--- src/rtl/key_conditioner.sv ---
// Pushbutton and switch conditioner: two independent debounced key channels
// (level + one-cycle press strobe) and a plain two-flop synchronizer for S.
module key_conditioner #(
    parameter int DEBOUNCE_CYCLES = 50000
) (
    input  logic        Clk,
    input  logic        Reset,
    input  logic        Run,
    input  logic        Continue,
    input  logic [15:0] S,
    output logic        Run_db,
    output logic        Continue_db,
    output logic        Run_pulse,
    output logic        Continue_pulse,
    output logic [15:0] S_sync,
    output logic [1:0]  run_state_o,
    output logic [1:0]  continue_state_o
);

    localparam int CW = (DEBOUNCE_CYCLES > 1) ? $clog2(DEBOUNCE_CYCLES) : 1;
    localparam logic [CW-1:0] CNT_MAX = CW'(DEBOUNCE_CYCLES - 1);
    localparam logic [CW-1:0] CNT_ONE = CW'(1);

    typedef enum logic [1:0] {
        IDLE         = 2'd0,
        PRESS_WAIT   = 2'd1,
        PRESSED      = 2'd2,
        RELEASE_WAIT = 2'd3
    } state_t;

    logic [1:0]  key_raw;
    logic [1:0]  db_w;
    logic [1:0]  pulse_w;
    logic [3:0]  state_w;
    logic [15:0] s_meta_q;
    logic [15:0] s_sync_q;

    assign key_raw = {Continue, Run};

    // Channel 0 is Run, channel 1 is Continue; each has its own synchronizer,
    // counter and FSM so the two keys never interact.
    for (genvar c = 0; c < 2; c++) begin : g_ch
        logic          sync1_q;
        logic          sync2_q;
        logic          db_q;
        logic          pulse_q;
        logic [CW-1:0] cnt_q;
        state_t        state_q;

        always_ff @(posedge Clk or negedge Reset) begin
            if (!Reset) begin
                sync1_q <= 1'b1;
                sync2_q <= 1'b1;
                state_q <= IDLE;
                cnt_q   <= '0;
                db_q    <= 1'b1;
                pulse_q <= 1'b0;
            end else begin
                sync1_q <= key_raw[c];
                sync2_q <= sync1_q;
                pulse_q <= 1'b0;
                case (state_q)
                    IDLE: begin
                        if (!sync2_q) begin
                            state_q <= PRESS_WAIT;
                            cnt_q   <= '0;
                        end
                    end
                    PRESS_WAIT: begin
                        if (sync2_q) begin
                            state_q <= IDLE;
                        end else if (cnt_q == CNT_MAX) begin
                            state_q <= PRESSED;
                            pulse_q <= 1'b1;
                            db_q    <= 1'b0;
                        end else begin
                            cnt_q <= cnt_q + CNT_ONE;
                        end
                    end
                    PRESSED: begin
                        if (sync2_q) begin
                            state_q <= RELEASE_WAIT;
                            cnt_q   <= '0;
                        end
                    end
                    RELEASE_WAIT: begin
                        // Bouncing back low resumes the held press without a new strobe.
                        if (!sync2_q) begin
                            state_q <= PRESSED;
                        end else if (cnt_q == CNT_MAX) begin
                            state_q <= IDLE;
                            db_q    <= 1'b1;
                        end else begin
                            cnt_q <= cnt_q + CNT_ONE;
                        end
                    end
                    default: state_q <= IDLE;
                endcase
            end
        end

        assign db_w[c]             = db_q;
        assign pulse_w[c]          = pulse_q;
        assign state_w[2*c +: 2]   = state_q;
    end

    always_ff @(posedge Clk or negedge Reset) begin
        if (!Reset) begin
            s_meta_q <= '0;
            s_sync_q <= '0;
        end else begin
            s_meta_q <= S;
            s_sync_q <= s_meta_q;
        end
    end

    assign Run_db           = db_w[0];
    assign Continue_db      = db_w[1];
    assign Run_pulse        = pulse_w[0];
    assign Continue_pulse   = pulse_w[1];
    assign S_sync           = s_sync_q;
    assign run_state_o      = state_w[1:0];
    assign continue_state_o = state_w[3:2];

endmodule

--- config.mk ---
export PLATFORM = sky130hd
export DESIGN_NAME = key_conditioner
export DESIGN_NICKNAME = d
export VERILOG_FILES = /design/src/rtl/key_conditioner.sv
export SDC_FILE = /design/constraint.sdc
export NUM_CORES = 1
export LEC_CHECK = 0
export CAP_MARGIN = 20
export CORE_MARGIN = 3
export CORE_UTILIZATION = 35
export CTS_CLUSTER_DIAMETER = 80
export DETAILED_ROUTE_END_ITERATION = 8
export GPL_TIMING_DRIVEN = 0
export SLEW_MARGIN = 20
export SYNTH_ARGS = -nofsm -noshare
export SYNTH_HDL_FRONTEND = slang
export SYNTH_SLANG_ARGS = --single-unit
--- constraint.sdc ---
create_clock -name Clk -period 2.1 [get_ports Clk]
set_clock_uncertainty 0.15 [all_clocks]
set_input_delay 0.21 -clock Clk [delete_from_list [all_inputs] [get_ports Clk]]
set_output_delay 0.21 -clock Clk [all_outputs]
set_load 0.05 [all_outputs]
==> summary.txt, run 1 <==
Run status
  – Status: finished with violations
  – Failing checks: setup timing

Worst setup path
  – Critical Path Sink Type: flip-flop
  – Arrival time worst endpoint: 2.29 ns
  – Slowest CP cell: or4_4
  – CP max stage delay: 0.59 ns
  – Largest delay share family, worst path: simple AND/OR/NAND/NOR gates
  – Worst-path maximum fanout: 5
  – CP required: 2.19 ns
  – Crit start category: flip-flop
  – Critical path buffer and inverter count: 0
  – Crit path kind: flip-flop to flip-flop
  – Worst path cell trace: or4b_4, or4_4, nand2_4, mux2_4

Clock network
  – Max clock buf depth: 2
  – Worst skew pair latency: 0.34 ns
  – CTS Buf Count: 9
  – Htree depth: 3
  – Clk sink count: 76
  – Worst-path clk slew: 0.09 ns
  – Clock Tree Root: clkbuf_8
  – CTS tree: done

Floorplanning
  – Die Wd: 100 um
  – Row count: 33
  – Starting Density: 0.370
  – Boundary Pins: 44
  – Die Height: 100 um
  – Die Area: 10100 sq um
  – Core ar.: 8420 sq um

Cells and area
  – Ant diodes: 0
  – Layout cells sized above 1: 0.176
  – Most frequent cells in the layout: 67 x dfrtp_1, 40 x clkdlybuf4s50_1, 24 x nand2_1, 16 x nand3_1, 15 x o21ai_0
  – Area Overhead vs Synth: 32.6%
  – Nets: 357
  – Commonest non-fill, non-tap cell in the layout: dfrtp_1
  – Layout filler cell count: 771

Timing
  – Max Clock Freq: 455 MHz
  – Final setup viols: 2
  – Post-route clock period utilization: 1.05
  – Setup TNS: -0.101 ns
  – Fin. Hold Viols: 0
  – Slew Limit Fails: 0
  – Slew headroom: 0.657
  – Final hold slack: 0.111 ns
  – RSZ-0062 raised after global routing: true
  – Fin crit period: 2.20 ns
  – Worst Tran Pin Value: 0.511 ns
  – Fin worst setup slack: -0.0981 ns

Yosys
  – Post-synth top area cell: dfrtp_1
  – Synthesized area per cell: 11.5 sq um
  – Post-synth EDFFs: 0
  – Netlist cell types: 48
  – Ys async rst share: 1.00
  – Synth Register Bits: 76
  – Top cell type's share of synthesized area: 0.563
  – Yosys Warn Count: 0
  – Post-Synthesis Cells: 270
  – Seq/Total Area, Yosys: 0.613
  – Syn_nets: 292
  – Top post-synthesis cells by area: dfrtp_1 56%, dfstp_2 5.1%, nand2_1 3.0%
  – Main flop type after synthesis: dfrtp_1
  – Cell area after synthesis: 3110 sq um

Placement
  – Detailed Place HPWL: 4.37 mm
  – Port bufs: 43
  – Placer congestion estimate: 0.826

Global route
  – Global-route wire length before repair: 11.0 mm
  – Vias in the first global route: 2205
  – Congestion Overflow GR: 0
  – Gr usage total: 0.137
  – Initial antenna violation count: 0
  – Largest net degree at the start of global routing: 49

Power
  – Pwr Density: 759 nW/um^2
  – Leakage: 1.81 nW
  – Worst vdd ir: 0.000498 V

Drt
  – Vias per std cell: 5.45
  – DRC viols: 0
  – Routed len/inst: 14.7 um
  – DRT iter0 DRCs: 132
  – DRT antenna net count: 0
  – Total number of vias: 2425
  – DRT Pass-1 Iters: 4
  – Post-Route WL: 6.56 mm

Hold path
  – Worst hold path type: primary input to flip-flop

Flow run
  – Maxcap violations: 0
final cells by class:
cell class / instances / area [sq um] / area share
Buffer: 7 / 35.0 / 0.00849
Timing Repair Buffer: 55 / 549 / 0.133
Clock buffer: 9 / 124 / 0.0300
Sequential cell: 76 / 1910 / 0.463
Tap cell: 105 / 131 / 0.0318
Inverter: 9 / 33.8 / 0.00818
Multi-Input combinational cell: 177 / 1240 / 0.299
Clock inverter: 7 / 105 / 0.0255
report_power, final:
part | switching (mW) | internal (mW)
combinational | 0.162 | 0.115
sequential | 0.0497 | 1.53
clock | 0.587 | 0.692
total | 0.799 | 2.33
cell usage after synthesis (3+ instances only):
cell	instances
a211o_1	3
or4_1	7
nand4_1	8
inv_1	9
or3_1	4
and3_1	10
nor2_1	5
nand3_1	17
nor3_1	7
nand2_1	25
o31ai_1	9
a31oi_1	3
nand4b_1	3
mux2i_1	4
dfstp_2	6
nor4_1	5
clkbuf_1	6
a21oi_1	14
o21ai_0	18
dfrtp_1	70
flip-flops by register name, indices dropped and copies added, names as in the netlist, named ones only:
| name | cells |
|---|---|
| g_ch.sync2_q | 2 |
| Run_db | 1 |
| g_ch.sync1_q | 2 |
| g_ch.cnt_q | 32 |
| continue_state_o | 1 |
| S_sync | 16 |
| Run_pulse | 1 |
| s_meta_q | 16 |
| Continue_pulse | 1 |
| run_state_o | 1 |
| Continue_db | 1 |
timing repair:
item | in CTS | in global routing
buffers inserted | 3 | 7
pin swaps | 2 | 7
endpoints found under the hold margin | 65 | 0
hold buffers | 1 | 0
gates resized for setup | 7 | 24
endpoints found under the setup margin | 16 | 30
worst paths after layout:
path / depth (start not counted) / slack [ns] / start / end
worst max-delay path: 4 / -0.1 / g_ch[1].cnt_q[12]$_DFFE_PN0P_ / g_ch[1].cnt_q[0]$_DFFE_PN0P_
worst min-delay path: 1 / 0.11 / Continue / g_ch[1].sync1_q$_DFF_PN1_
worst max register to register: 4 / -0.1 / g_ch[1].cnt_q[12]$_DFFE_PN0P_ / g_ch[1].cnt_q[0]$_DFFE_PN0P_
worst min register to register: 0 / 0.20 / s_meta_q[3]$_DFF_PN0_ / S_sync[3]$_DFF_PN0_
max in group asynchronous: 3 / 1.03 / Reset / g_ch[1].sync2_q$_DFF_PN1_
min in group asynchronous: 2 / 0.17 / Reset / S_sync[9]$_DFF_PN0_
cells by family after synthesis:
group / synth area share
and+or+nand+nor: 0.199
xor gates and xnor gates: 0.0145
buffers and inverters: 0.0233
adders and majority gates: 0.00804
AOI/OAI and AO/OA: 0.125
muxes: 0.0177
DFF: 0.613
per-layer routing:
metal,GRT usage,up-vias,wire length (um),share of wire
li1,-,1141,-,-
met1,0.193,1208,3030,0.46
met2,0.205,68,3080,0.47
met3,0.0417,8,396,0.060
met4,0.0373,0,61,0.0093
met5,0,-,0,0
metrics by stage:
step                instance area (sq um)  instances  worst slack (ns)  utilization  power, mW
floorplan                            3120        270           -0.0902            -       1.73
global placement                     3680        418             -2.19        0.437       1.86
detailed placement                   3710        419            -0.243        0.440       1.87
CTS                                  3990        438           -0.0953        0.473       3.17
global route                         4130        445            -0.124        0.490       3.28
finish                               4130        445           -0.0981        0.490       3.13
(Power assumes the default switching activity.)
==> run 2: changes to the inputs <==
--- a/config.mk
+++ b/config.mk
@@ -11,6 +11,7 @@
 export CTS_CLUSTER_DIAMETER = 80
 export DETAILED_ROUTE_END_ITERATION = 8
 export GPL_TIMING_DRIVEN = 0
+export RECOVER_POWER = 100
 export SLEW_MARGIN = 20
 export SYNTH_ARGS = -nofsm -noshare
 export SYNTH_HDL_FRONTEND = slang
==> run 2 against run 1 <==
The flow still finishes with violations (setup timing). Final area decreased by 1.0%. Critical path depth is the same. First-iteration DRC count down 22%. Critical path type unchanged. Global-route usage stayed put. Sequential share of layout area rose by 0.44 points. Core utilization decreased by 0.49 points. Register-to-register slack hardly changed.
==> summary.txt, run 2 (synthesis gave the netlist of run 1 again) <==
Clock network
  – Htree depth: 3 (unchanged)
  – Worst-path clk slew: 0.09 ns (about the same)
  – Clock Tree Root: clkbuf_8 (unchanged)
  – Clk sink count: 76 (unchanged)
  – Worst skew pair latency: 0.35 ns (was 0.34 ns)
  – CTS tree: done (unchanged)
  – Max clock buf depth: 2 (unchanged)
  – CTS Buf Count: 9 (unchanged)

Timing
  – Slew Limit Fails: 0 (unchanged)
  – Fin worst setup slack: -0.0961 ns (was -0.0981 ns)
  – Worst Tran Pin Value: 0.673 ns (was 0.511 ns)
  – Max Clock Freq: 455 MHz (about the same)
  – Post-route clock period utilization: 1.05 (about the same)
  – Setup TNS: -0.0961 ns (was -0.101 ns)
  – RSZ-0062 raised after global routing: true (unchanged)
  – Slew headroom: 0.551 (was 0.657)
  – Fin. Hold Viols: 0 (unchanged)
  – Fin crit period: 2.20 ns (about the same)
  – Final setup viols: 1 (was 2)

Hold path
  – Depth of the worst hold-timing path: 0 (was 1)
  – Worst hold path type: flip-flop to flip-flop (was primary input to flip-flop)

Cells and area
  – Area Overhead vs Synth: 31.3% (was 32.6%)
  – Top reg by flops: g_ch.cnt_q (unchanged)
  – Most frequent cells in the layout: 68 x dfrtp_1, 38 x dlygate4sd3_1, 24 x nand2_1, 16 x nand3_1, 15 x o21ai_0 (was 67 x dfrtp_1, 40 x clkdlybuf4s50_1, 24 x nand2_1, 16 x nand3_1, 15 x o21ai_0)
  – Ant diodes: 0 (unchanged)
  – Commonest non-fill, non-tap cell in the layout: dfrtp_1 (unchanged)
  – Fin cells: 445 (unchanged)
  – Largest register FFs: 32 (unchanged)
  – Nets: 357 (unchanged)
  – Design Area, Final: 4090 sq um (was 4130 sq um)
  – Layout cells sized above 1: 0.168 (was 0.176)

Drt
  – Post-Route WL: 6.53 mm (was 6.56 mm)
  – DRT Pass-1 Iters: 4 (unchanged)
  – DRT iter0 DRCs: 103 (was 132)
  – Routed len/inst: 14.7 um (about the same)
  – Total number of vias: 2398 (was 2425)
  – Vias per std cell: 5.39 (was 5.45)
  – DRC viols: 0 (unchanged)
  – DRT antenna net count: 0 (unchanged)

Power
  – Leakage: 1.77 nW (was 1.81 nW)
  – Worst vdd ir: 0.000496 V (was 0.000498 V)
  – Pwr Density: 762 nW/um^2 (was 759 nW/um^2)

Placement
  – DP Area: 3710 sq um (unchanged)
  – Setup slack at placement: -0.243 ns (unchanged)
  – Port bufs: 43 (unchanged)
  – Dpl cells: 419 (unchanged)
  – Detailed Place HPWL: 4.37 mm (unchanged)
  – Placer congestion estimate: 0.826 (unchanged)

Global route
  – Largest net degree at the start of global routing: 49 (unchanged)
  – Congestion Overflow GR: 0 (unchanged)
  – Initial antenna violation count: 0 (unchanged)
  – Global-route wire length before repair: 11.0 mm (unchanged)
  – Gr usage total: 0.137 (unchanged)
  – Vias in the first global route: 2205 (unchanged)

Worst setup path
  – Critical Path Sink Type: flip-flop (unchanged)
  – CP required: 2.19 ns (about the same)
  – Worst-path maximum fanout: 5 (unchanged)
  – Crit start category: flip-flop (unchanged)
  – Worst-case reg-to-reg path depth: 4 (unchanged)
  – Crit path kind: flip-flop to flip-flop (unchanged)
  – Arrival time worst endpoint: 2.29 ns (about the same)

Floorplanning
  – Die Area: 10100 sq um (unchanged)
  – Die Height: 100 um (unchanged)
  – Row count: 33 (unchanged)
  – Core ar.: 8420 sq um (unchanged)
  – Boundary Pins: 44 (unchanged)
  – Starting Density: 0.370 (unchanged)
  – Die Wd: 100 um (unchanged)

Run status
  – Failing checks: setup timing (unchanged)
  – Status: finished with violations (unchanged)

Flow run
  – Maxcap violations: 0 (unchanged)
run 2: cell count changes in the layout (fill, tap and decap cells not counted), moves of 2 or more:
cell / previous run / this run
clkdlybuf4s50_1: 40 / 3
dlygate4sd3_1: 1 / 38
buf_4: 10 / 8
clkbuf_1: 5 / 7
clkbuf_4: 0 / 2
dfstp_1: 0 / 2
dfstp_2: 6 / 4
dlymetal6s2s_1: 2 / 0
run 2: routing by layer:
layer  wire length, um  global-route usage
met1              3040               0.193
met2              3050               0.205
met4                61              0.0373
met5                 0                   0
met3               375              0.0417
run 2: final timing paths:
check / startpoint / endpoint / slack, ns
max: g_ch[1].cnt_q[12]$_DFFE_PN0P_ / g_ch[1].cnt_q[0]$_DFFE_PN0P_ / -0.1
min: s_meta_q[3]$_DFF_PN0_ / S_sync[3]$_DFF_PN0_ / 0.20
max reg2reg: g_ch[1].cnt_q[12]$_DFFE_PN0P_ / g_ch[1].cnt_q[0]$_DFFE_PN0P_ / -0.1
min reg2reg: s_meta_q[3]$_DFF_PN0_ / S_sync[3]$_DFF_PN0_ / 0.20
max in group asynchronous: Reset / g_ch[1].cnt_q[11]$_DFFE_PN0P_ / 0.34
min in group asynchronous: Reset / S_sync[9]$_DFF_PN0_ / 0.27
run 2: report_power, final:
group	leakage, nW	internal (mW)	switching [mW]
Sequential	0.952	1.53	0.0490
Clock	0.118	0.692	0.589
Combinational	0.701	0.0976	0.161
run 2: stage by stage:
stage	hold slack (ns)	total power [mW]	util
after floorplan	-0.236	1.73	-
after global placement	0.181	1.86	0.437
after detailed placement	0.00880	1.87	0.440
after CTS	0.0973	3.17	0.473
after global routing	0.209	3.26	0.485
final	0.200	3.12	0.485
run 2: layout make-up:
| cell class | instances | area, sq um |
|---|---|---|
| multi-input combinational | 177 | 1240 |
| fill | 779 | 4340 |
| timing repair buffer | 55 | 509 |
| clock inverter | 7 | 105 |
| buffer | 7 | 35.0 |
| inverter | 9 | 33.8 |
| clock buffer | 9 | 124 |
| tap | 105 | 131 |
| sequential | 76 | 1910 |
run 2: what timing repair did:
item	4_1_cts	5_1_grt
buffers inserted	3	7
cloned	0	0
setup endpoints to repair	16	30
pin swaps	2	7
hold buffers	1	0
gates resized for setup	7	24
endpoints found under the hold margin	65	0
run 2: critical path, stage by stage, from the launching register on:
cell     delay (ns)
dfrtp_1        0.41
or4b_4         0.56
or4_4          0.59
nand2_4        0.09
mux2_4         0.29
